--- src/rtl/normalize_sequencer.sv ---
// Post-add normalizer: a one-step right shift for an add carry, or repeated left shifts
// until the hidden bit is set. Exponent overflow and underflow are flagged.
module normalize_sequencer #(
    parameter int MANT_W = 12,
    parameter int EXP_W  = 5
) (
    input  logic              clk,
    input  logic              resetN,
    input  logic              startValid,
    output logic              ready,
    input  logic [MANT_W-1:0] mantIn,
    input  logic [EXP_W-1:0]  expIn,
    input  logic              flush,
    output logic              doneValid,
    input  logic              doneReady,
    output logic [MANT_W-1:0] mantOut,
    output logic [EXP_W-1:0]  expOut,
    output logic              overflow,
    output logic              underflow
);

    typedef enum logic [1:0] {IDLE, RIGHT, LEFT, DONE} state_t;

    localparam logic [EXP_W-1:0] EXP_ONES = '1;
    localparam logic [EXP_W-1:0] EXP_ONE  = EXP_W'(1);

    state_t            state_q, state_d;
    logic [MANT_W-1:0] mant_q, mant_d;
    logic [EXP_W-1:0]  exp_q, exp_d;
    logic              ovf_q, ovf_d;
    logic              unf_q, unf_d;

    logic              op_sel;
    logic              cin;
    logic [EXP_W-1:0]  exp_adj;
    logic [MANT_W-1:0] mant_shl;

    // Single adder for all exponent updates: op_sel=1 adds all-ones (-1), cin supplies +1.
    assign exp_adj  = exp_q + (op_sel ? EXP_ONES : '0) + {{(EXP_W-1){1'b0}}, cin};
    assign mant_shl = {mant_q[MANT_W-2:0], 1'b0};

    always_comb begin
        state_d = state_q;
        mant_d  = mant_q;
        exp_d   = exp_q;
        ovf_d   = ovf_q;
        unf_d   = unf_q;
        op_sel  = 1'b0;
        cin     = 1'b0;
        if (flush) begin
            state_d = IDLE;
        end else begin
            case (state_q)
                IDLE: begin
                    if (startValid) begin
                        mant_d = mantIn;
                        exp_d  = expIn;
                        ovf_d  = 1'b0;
                        unf_d  = 1'b0;
                        if (mantIn == '0) begin
                            mant_d  = '0;
                            exp_d   = '0;
                            state_d = DONE;
                        end else if (mantIn[MANT_W-1]) begin
                            state_d = RIGHT;
                        end else if (mantIn[MANT_W-2] || (expIn == '0)) begin
                            state_d = DONE;
                        end else begin
                            state_d = LEFT;
                        end
                    end
                end
                RIGHT: begin
                    op_sel  = 1'b0;
                    cin     = 1'b1;
                    state_d = DONE;
                    if (exp_adj == EXP_ONES) begin
                        ovf_d  = 1'b1;
                        mant_d = '0;
                        exp_d  = EXP_ONES;
                    end else begin
                        mant_d = mant_q >> 1;
                        exp_d  = exp_adj;
                    end
                end
                LEFT: begin
                    op_sel = 1'b1;
                    cin    = 1'b0;
                    // Exponent 1 cannot go lower without reaching the zero/denormal code.
                    if (exp_q == EXP_ONE) begin
                        exp_d   = '0;
                        unf_d   = 1'b1;
                        state_d = DONE;
                    end else begin
                        mant_d = mant_shl;
                        exp_d  = exp_adj;
                        if (mant_shl[MANT_W-2]) begin
                            state_d = DONE;
                        end
                    end
                end
                DONE: begin
                    if (doneReady) begin
                        state_d = IDLE;
                    end
                end
                default: state_d = IDLE;
            endcase
        end
    end

    always_ff @(posedge clk or negedge resetN) begin
        if (!resetN) begin
            state_q <= IDLE;
            mant_q  <= '0;
            exp_q   <= '0;
            ovf_q   <= 1'b0;
            unf_q   <= 1'b0;
        end else begin
            state_q <= state_d;
            mant_q  <= mant_d;
            exp_q   <= exp_d;
            ovf_q   <= ovf_d;
            unf_q   <= unf_d;
        end
    end

    assign ready     = (state_q == IDLE);
    assign doneValid = (state_q == DONE);
    assign mantOut   = mant_q;
    assign expOut    = exp_q;
    assign overflow  = ovf_q;
    assign underflow = unf_q;

endmodule

--- config.mk ---
export PLATFORM = sky130hd
export DESIGN_NAME = normalize_sequencer
export DESIGN_NICKNAME = d
export VERILOG_FILES = /design/src/rtl/normalize_sequencer.sv
export SDC_FILE = /design/constraint.sdc
export NUM_CORES = 1
export LEC_CHECK = 0
export CORE_ASPECT_RATIO = 1.25
export CORE_MARGIN = 2
export CORE_UTILIZATION = 45
export CTS_CLUSTER_SIZE = 25
export DETAILED_ROUTE_END_ITERATION = 8
export DONT_BUFFER_PORTS = 1
export HOLD_SLACK_MARGIN = 0.15
export PLACE_DENSITY_LB_ADDON = 0.2
export SLEW_MARGIN = 0
export SYNTH_ARGS = -nofsm -noshare
export SYNTH_HDL_FRONTEND = slang
export SYNTH_SLANG_ARGS = --single-unit
--- constraint.sdc ---
create_clock -name clk -period 4.3 [get_ports clk]
set_input_delay 1.29 -clock clk [delete_from_list [all_inputs] [get_ports clk]]
set_output_delay 1.29 -clock clk [all_outputs]
set_load 0.02 [all_outputs]
==> results of run 1 <==
## registers in the layout, summed over array words and instances, names as in the netlist
register	flops
overflow	1
underflow	1
mantOut	12
state_q	2
expOut	5
## Yosys cell counts (2+ instances only)
cell	count	share of area
buf_2	2	0.0066
xnor2_1	3	0.017
buf_6	2	0.015
nor3_1	3	0.0099
a221oi_2	8	0.080
dfrtp_1	21	0.35
and3_1	2	0.0083
nand3_1	11	0.036
clkbuf_1	6	0.015
nor4_1	2	0.0083
or4_1	3	0.015
o21ai_0	5	0.017
ha_1	7	0.058
a21oi_1	26	0.086
fa_1	2	0.027
nor2b_1	2	0.0083
a221oi_1	3	0.017
nand2b_1	2	0.0083
nor2_1	38	0.095
nand2_1	2	0.0050
inv_1	9	0.022
## worst max path at each step
stage               depth (start not counted)                endpoint
CTS                                        10    overflow$_DFFE_PN0P_
finish                                     10    overflow$_DFFE_PN0P_
global route                               13    overflow$_DFFE_PN0P_
floorplan                                  12    overflow$_DFFE_PN0P_
global placement                           10    overflow$_DFFE_PN0P_
detailed placement                         10  mantOut[1]$_DFFE_PN0P_
## cells in the final DEF (no fill, tap or decap), drive strengths merged, types with 2 or more instances in the layout
cell	n
nand2b	2
a21oi	26
nand3	11
a221oi	11
nor4	2
clkbuf	4
or4	3
buf	2
xnor2	3
and3	2
dfrtp	21
nor2b	3
o21ai	5
ha	7
fa	2
inv	9
nand2	2
nor3	3
nor2	38
## metal layers
| metal | vias up | routed length [um] |
|---|---|---|
| li1 | 625 | - |
| met1 | 632 | 1430 |
| met4 | 0 | 48 |
| met5 | - | 0 |
| met3 | 6 | 298 |
| met2 | 52 | 1810 |
## worst max-delay path, stage by stage
cell	delay (ns)
nor2b_2	0.29
inv_1	0.16
fa_1	0.45
fa_1	0.44
and3b_1	0.25
a311oi_2	0.05
xnor2_1	0.25
o211ai_2	0.30
nor3_1	0.22
o22a_1	0.16
## power breakdown
group	switching (W)	internal, W
combinational	0.000409	0.000269
clock	0.0000632	0.0000660
sequential	0.000218	0.000288
total	0.000691	0.000623
## metrics by stage
step                      setup slack, ns  instance area (sq um)  utilization
after floorplan                     0.751                   1510            -
after global placement              0.498                   1520        0.474
after detailed placement            0.350                   1520        0.474
after CTS                           0.627                   1560        0.488
after global routing                0.383                   1560        0.488
final                               0.635                   1560        0.488
## cell type report
class | count | area (sq um) | area share
flip-flops and latches | 21 | 526 | 0.337
inverters | 9 | 33.8 | 0.0217
repair buffers | 2 | 15.0 | 0.00962
clock buffers | 4 | 45.0 | 0.0289
well taps | 37 | 46.3 | 0.0297
multi-input cells | 136 | 895 | 0.573
## kinds of logic after synthesis
logic type | count (synthesis) | synth area share
simple gates | 70 | 0.219
mux | 1 | 0.00663
flops | 21 | 0.348
compound gates | 52 | 0.260
fa+ha+maj | 9 | 0.0846
buf+inv | 19 | 0.0589
xor+xnor | 4 | 0.0232
==> metrics.md, run 1 <==
| Metric | Value |
|---|---|
| Status | `completed` |
| Post-synth ARST share | `1.00` |
| Peak Freq | `273 MHz` |
| # fillers | `320` |
| Initial Util | `0.472` |
| Final wirelength | `3590 um` |
| Synth Net Count | `207` |
| Hold depth | `1` |
| Vias per cell | `6.29` |
| Crit. Startpoint | `flush` |
| EDFF count, synth | `0` |
| Reg2reg start | `state_q[0]$_DFFE_PN0P_` |
| DRT Pass-1 Iters | `4` |
| Clk pin slew, worst setup/hold paths | `0.08 ns` |
| FP Rows | `23` |
| GR Util met2 | `0.341` |
| WP data required | `4.50 ns` |
| Non-Filler Instances | `209` |
| GRT busiest layer | `met2` |
| Total Power | `0.00131 W` |
| LEAKAGE | `0.646 nW` |
| Synth warnings | `0` |
| Worst-Skew Late Latency | `0.26 ns` |
| WL per Instance | `17.2 um` |
| Post-cts sizing count | `0` |
| CP max FO | `12` |
| Worst R2R Path Depth | `13` |
| Slew HR | `0.273` |
| Netlist cell types | `38` |
| CTS tree | `built` |
| Post-DRT Antenna Nets | `0` |
| Grt ovf | `0` |
| Pwr dens | `842 mW/mm^2` |
| Yosys reg bits | `21` |
| WP data arrival | `3.87 ns` |
| I/O pins | `43` |
| H-Tree Level Count | `1` |
| Synth Cell Area | `0.00151 sq mm` |
| Setup violations, final | `0` |
| Worst clock skew | `0.00173 ns` |
| Chip height | `68.7 um` |
| Global Route Usage Sum | `0.196` |
| Fin crit period | `3.66 ns` |
| Share of cells above drive strength 1 | `0.0930` |
| Die X | `55.8 um` |
| Grt met3 use | `0.0541` |
| Main synth FF type | `dfrtp_1` |
| Gpl congestion | `0.804` |
| Crit Path Class | `input port to flip-flop` |
| Vias in the first global route | `1,292` |
| Clock sinks | `21` |
| WHS | `0.673 ns` |
| Slew Viols, Final | `0` |
| M1 GR Usage | `0.231` |
| Iter 0 DRT Violations | `36` |
| Max Cap Viol | `0` |
| Placed Cells incl. Taps | `205` |
| CTS Hold Bufs | `0` |
| Final hold violations | `0` |
| CTS max path bufs | `2` |
| Port Buffers | `0` |
| Period utilization | `0.852` |
| Maximum vdd drop | `482 uV` |
| Critical path startpoint category | `input port` |
| Endpoint class of the critical path | `flip-flop` |
| DPL Wire Length | `2750 um` |
| First-pass GRT wire length | `5890 um` |
| Core Area | `0.00319 sq mm` |
| Mapped Cells | `176` |
| WHS Endpoint | `overflow$_DFFE_PN0P_` |
| Die area | `0.00384 sq mm` |
| Worst-margin pin slew | `1.08 ns` |
| Worst reg2reg setup slack | `0.71 ns` |
| Post-synthesis sequential area ratio | `0.348` |
| Residual DRC | `0` |
| # diodes | `0` |
| RSZ-0062 raised after global routing | `no` |
| Via count | `1,315` |
| FF-to-FF End | `overflow$_DFFE_PN0P_` |
| Clk root buf | `clkbuf_8` |
| Worst min path class | `flip-flop to flip-flop` |
| Syn Area/Cell | `8.57 sq um` |
| # nets final | `204` |
| Setup bufs post-CTS | `0` |
| Initial antenna violation count | `0` |
| Total negative slack | `0 ns` |
| Inserted Clock Buffers | `3` |
| Area delta synth->final | `3.40%` |
| Largest net degree at the start of global routing | `26` |
| Hold Startpoint | `overflow$_DFFE_PN0P_` |
Power figures use the tool's default switching activity.
==> run 2: changes to the inputs <==
--- a/config.mk
+++ b/config.mk
@@ -5,14 +5,17 @@
 export SDC_FILE = /design/constraint.sdc
 export NUM_CORES = 1
 export LEC_CHECK = 0
+export CAP_MARGIN = 20
 export CORE_ASPECT_RATIO = 1.25
 export CORE_MARGIN = 2
 export CORE_UTILIZATION = 45
+export CTS_CLUSTER_DIAMETER = 60
 export CTS_CLUSTER_SIZE = 25
 export DETAILED_ROUTE_END_ITERATION = 8
 export DONT_BUFFER_PORTS = 1
 export HOLD_SLACK_MARGIN = 0.15
 export PLACE_DENSITY_LB_ADDON = 0.2
+export SETUP_SLACK_MARGIN = 0.05
 export SLEW_MARGIN = 0
 export SYNTH_ARGS = -nofsm -noshare
 export SYNTH_HDL_FRONTEND = slang
==> metrics.md, run 2 (synthesized netlist as in run 1, its figures left out) <==
| Metric | Value |
|---|---|
| Sequential share of power | `0.384 (about the same)` |
| Worst-Skew Late Latency | `0.26 ns (about the same)` |
| DRT Pass-1 Iters | `5 (+1)` |
| Die X | `55.8 um (unchanged)` |
| Sw Ratio | `0.526 (about the same)` |
| Non-Filler Instances | `210 (+0.48%)` |
| CP max FO | `12 (unchanged)` |
| FP Rows | `23 (unchanged)` |
| CTS tree | `built` |
| First-pass GRT wire length | `5890 um (unchanged)` |
| Iter 0 DRT Violations | `41 (+14%)` |
| Gpl congestion | `0.804 (unchanged)` |
| Endpoint class of the critical path | `flip-flop` |
| Port Buffers | `0 (unchanged)` |
| Reg area | `526 sq um (unchanged)` |
| CTS max path bufs | `2 (unchanged)` |
| Peak Freq | `273 MHz (about the same)` |
| Grt ovf | `0 (unchanged)` |
| Inserted Clock Buffers | `3 (unchanged)` |
| # nets final | `205 (+0.49%)` |
| Most frequent cells in the layout | `nor2_1, a21oi_1, dfrtp_1` |
| Placed Cells incl. Taps | `205 (unchanged)` |
| Clock sinks | `21 (unchanged)` |
| Pwr dens | `842 mW/mm^2 (about the same)` |
| Setup violations, final | `0 (unchanged)` |
| Crit Path Class | `input port to flip-flop` |
| Clk root buf | `clkbuf_8` |
| Initial antenna violation count | `0 (unchanged)` |
| WP data required | `4.50 ns (about the same)` |
| H-Tree Level Count | `1 (unchanged)` |
| Vias per cell | `6.31 (+0.36%)` |
| Share of cells above drive strength 1 | `0.0983 (+0.00524)` |
| Worst clock skew | `0.00218 ns (+0.000447 ns)` |
| Post-cts sizing count | `0 (unchanged)` |
| Dpl cell area | `0.00152 sq mm (unchanged)` |
| Switching power | `0.000694 W (+0.50%)` |
| Maximum vdd drop | `493 uV (+2.5%)` |
| # fillers | `318 (-0.63%)` |
| Chip height | `68.7 um (unchanged)` |
| Slew Viols, Final | `0 (unchanged)` |
| CTS Hold Bufs | `0 (unchanged)` |
| WP data arrival | `3.87 ns (about the same)` |
| Clk pwr share | `0.098 (about the same)` |
| Die area | `0.00384 sq mm (unchanged)` |
| Area delta synth->final | `3.90%` |
| RSZ-0062 raised after global routing | `no` |
| Global Route Usage Sum | `0.196 (unchanged)` |
| I/O pins | `43 (unchanged)` |
| Post-route cell area | `0.00157 sq mm (+0.48%)` |
| Period utilization | `0.853 (about the same)` |
| Internal Power | `0.000626 W (+0.42%)` |
| Final hold violations | `0 (unchanged)` |
| Largest net degree at the start of global routing | `26 (unchanged)` |
| Worst min path class | `flip-flop to flip-flop` |
| Combinational power share | `0.518 (about the same)` |
| Fin crit period | `3.67 ns (+0.00327 ns)` |
| Final wirelength | `3620 um (+0.75%)` |
| Initial Util | `0.472 (unchanged)` |
| Area of the multi-input gates | `895 sq um (unchanged)` |
| Setup bufs post-CTS | `0 (unchanged)` |
| Status | `completed` |
| Worst-margin pin slew | `0.564 ns (-0.518 ns)` |
| WL per Instance | `17.2 um (+0.27%)` |
| Max Cap Viol | `0 (unchanged)` |
| # diodes | `0 (unchanged)` |
| Max FFs per register | `12 (unchanged)` |
| LEAKAGE | `0.650 nW (+0.73%)` |
| Clk pin slew, worst setup/hold paths | `0.08 ns (about the same)` |
| Residual DRC | `0 (unchanged)` |
| Via count | `1,326 (+0.84%)` |
| Post-DRT Antenna Nets | `0 (unchanged)` |
| DPL Wire Length | `2750 um (unchanged)` |
| Vias in the first global route | `1,292 (unchanged)` |
| Total negative slack | `0 ns (unchanged)` |
| Slew HR | `0.623 (+0.350)` |
| Critical path startpoint category | `input port` |
| Core Area | `0.00319 sq mm (unchanged)` |
| Commonest non-fill, non-tap cell in the layout | `nor2_1` |
| Worst reg2reg setup slack | `0.70 ns (about the same)` |
-- run 2: cell count changes in the layout (fill, tap and decap cells not counted) --
cell,change
clkbuf_4,+1
-- run 2: stage by stage --
stage	hold WS (ns)	util	total power (W)	setup slack, ns
6_report	0.672	0.491	0.00132	0.632
5_1_grt	0.702	0.491	0.00143	0.383
4_1_cts	0.679	0.488	0.00132	0.627
3_5_place_dp	0.661	0.474	0.00119	0.350
3_3_place_gp	0.657	0.474	0.00116	0.498
2_1_floorplan	0.619	-	0.00105	0.751
-- run 2: per-layer routing --
layer | vias to the layer above | GRT usage | share of wire
met5 | - | 0 | 0
met4 | 0 | 0.0793 | 0.014
met3 | 8 | 0.0541 | 0.079
met2 | 53 | 0.341 | 0.50
met1 | 641 | 0.231 | 0.41
li1 | 624 | - | -
-- run 2: layout make-up --
type / instances / area share
Multi-Input combinational cell: 136 / 0.571
Sequential cell: 21 / 0.335
Tap cell: 37 / 0.0295
Clock buffer: 4 / 0.0287
Inverter: 9 / 0.0215
Timing Repair Buffer: 3 / 0.0144
-- run 2: worst max-delay path: stages --
cell and delay (ns):
nor2b_2 0.29, inv_1 0.16, fa_1 0.45, fa_1 0.44
and3b_1 0.25, a311oi_2 0.05, xnor2_1 0.25, o211ai_2 0.30
nor3_1 0.22, o22a_1 0.16
-- run 2: final timing paths --
check / endpoint / start / cells past startpoint
worst max-delay path: overflow$_DFFE_PN0P_ / flush / 10
worst min-delay path: overflow$_DFFE_PN0P_ / overflow$_DFFE_PN0P_ / 1
worst max register to register: overflow$_DFFE_PN0P_ / state_q[0]$_DFFE_PN0P_ / 13
worst min register to register: overflow$_DFFE_PN0P_ / overflow$_DFFE_PN0P_ / 1
max in group asynchronous: expOut[3]$_DFFE_PN0P_ / resetN / 0
min in group asynchronous: mantOut[8]$_DFFE_PN0P_ / resetN / 0
-- run 2: power groups by stage --
stage | clock network, W | logic (W) | registers, W
final | 0.000129 | 0.000684 | 0.000507
after global placement | 0 | 0.000654 | 0.000508
after CTS | 0.000135 | 0.000680 | 0.000508
after floorplan | 0 | 0.000578 | 0.000476
after global routing | 0.000143 | 0.000762 | 0.000524
after detailed placement | 0 | 0.000678 | 0.000511
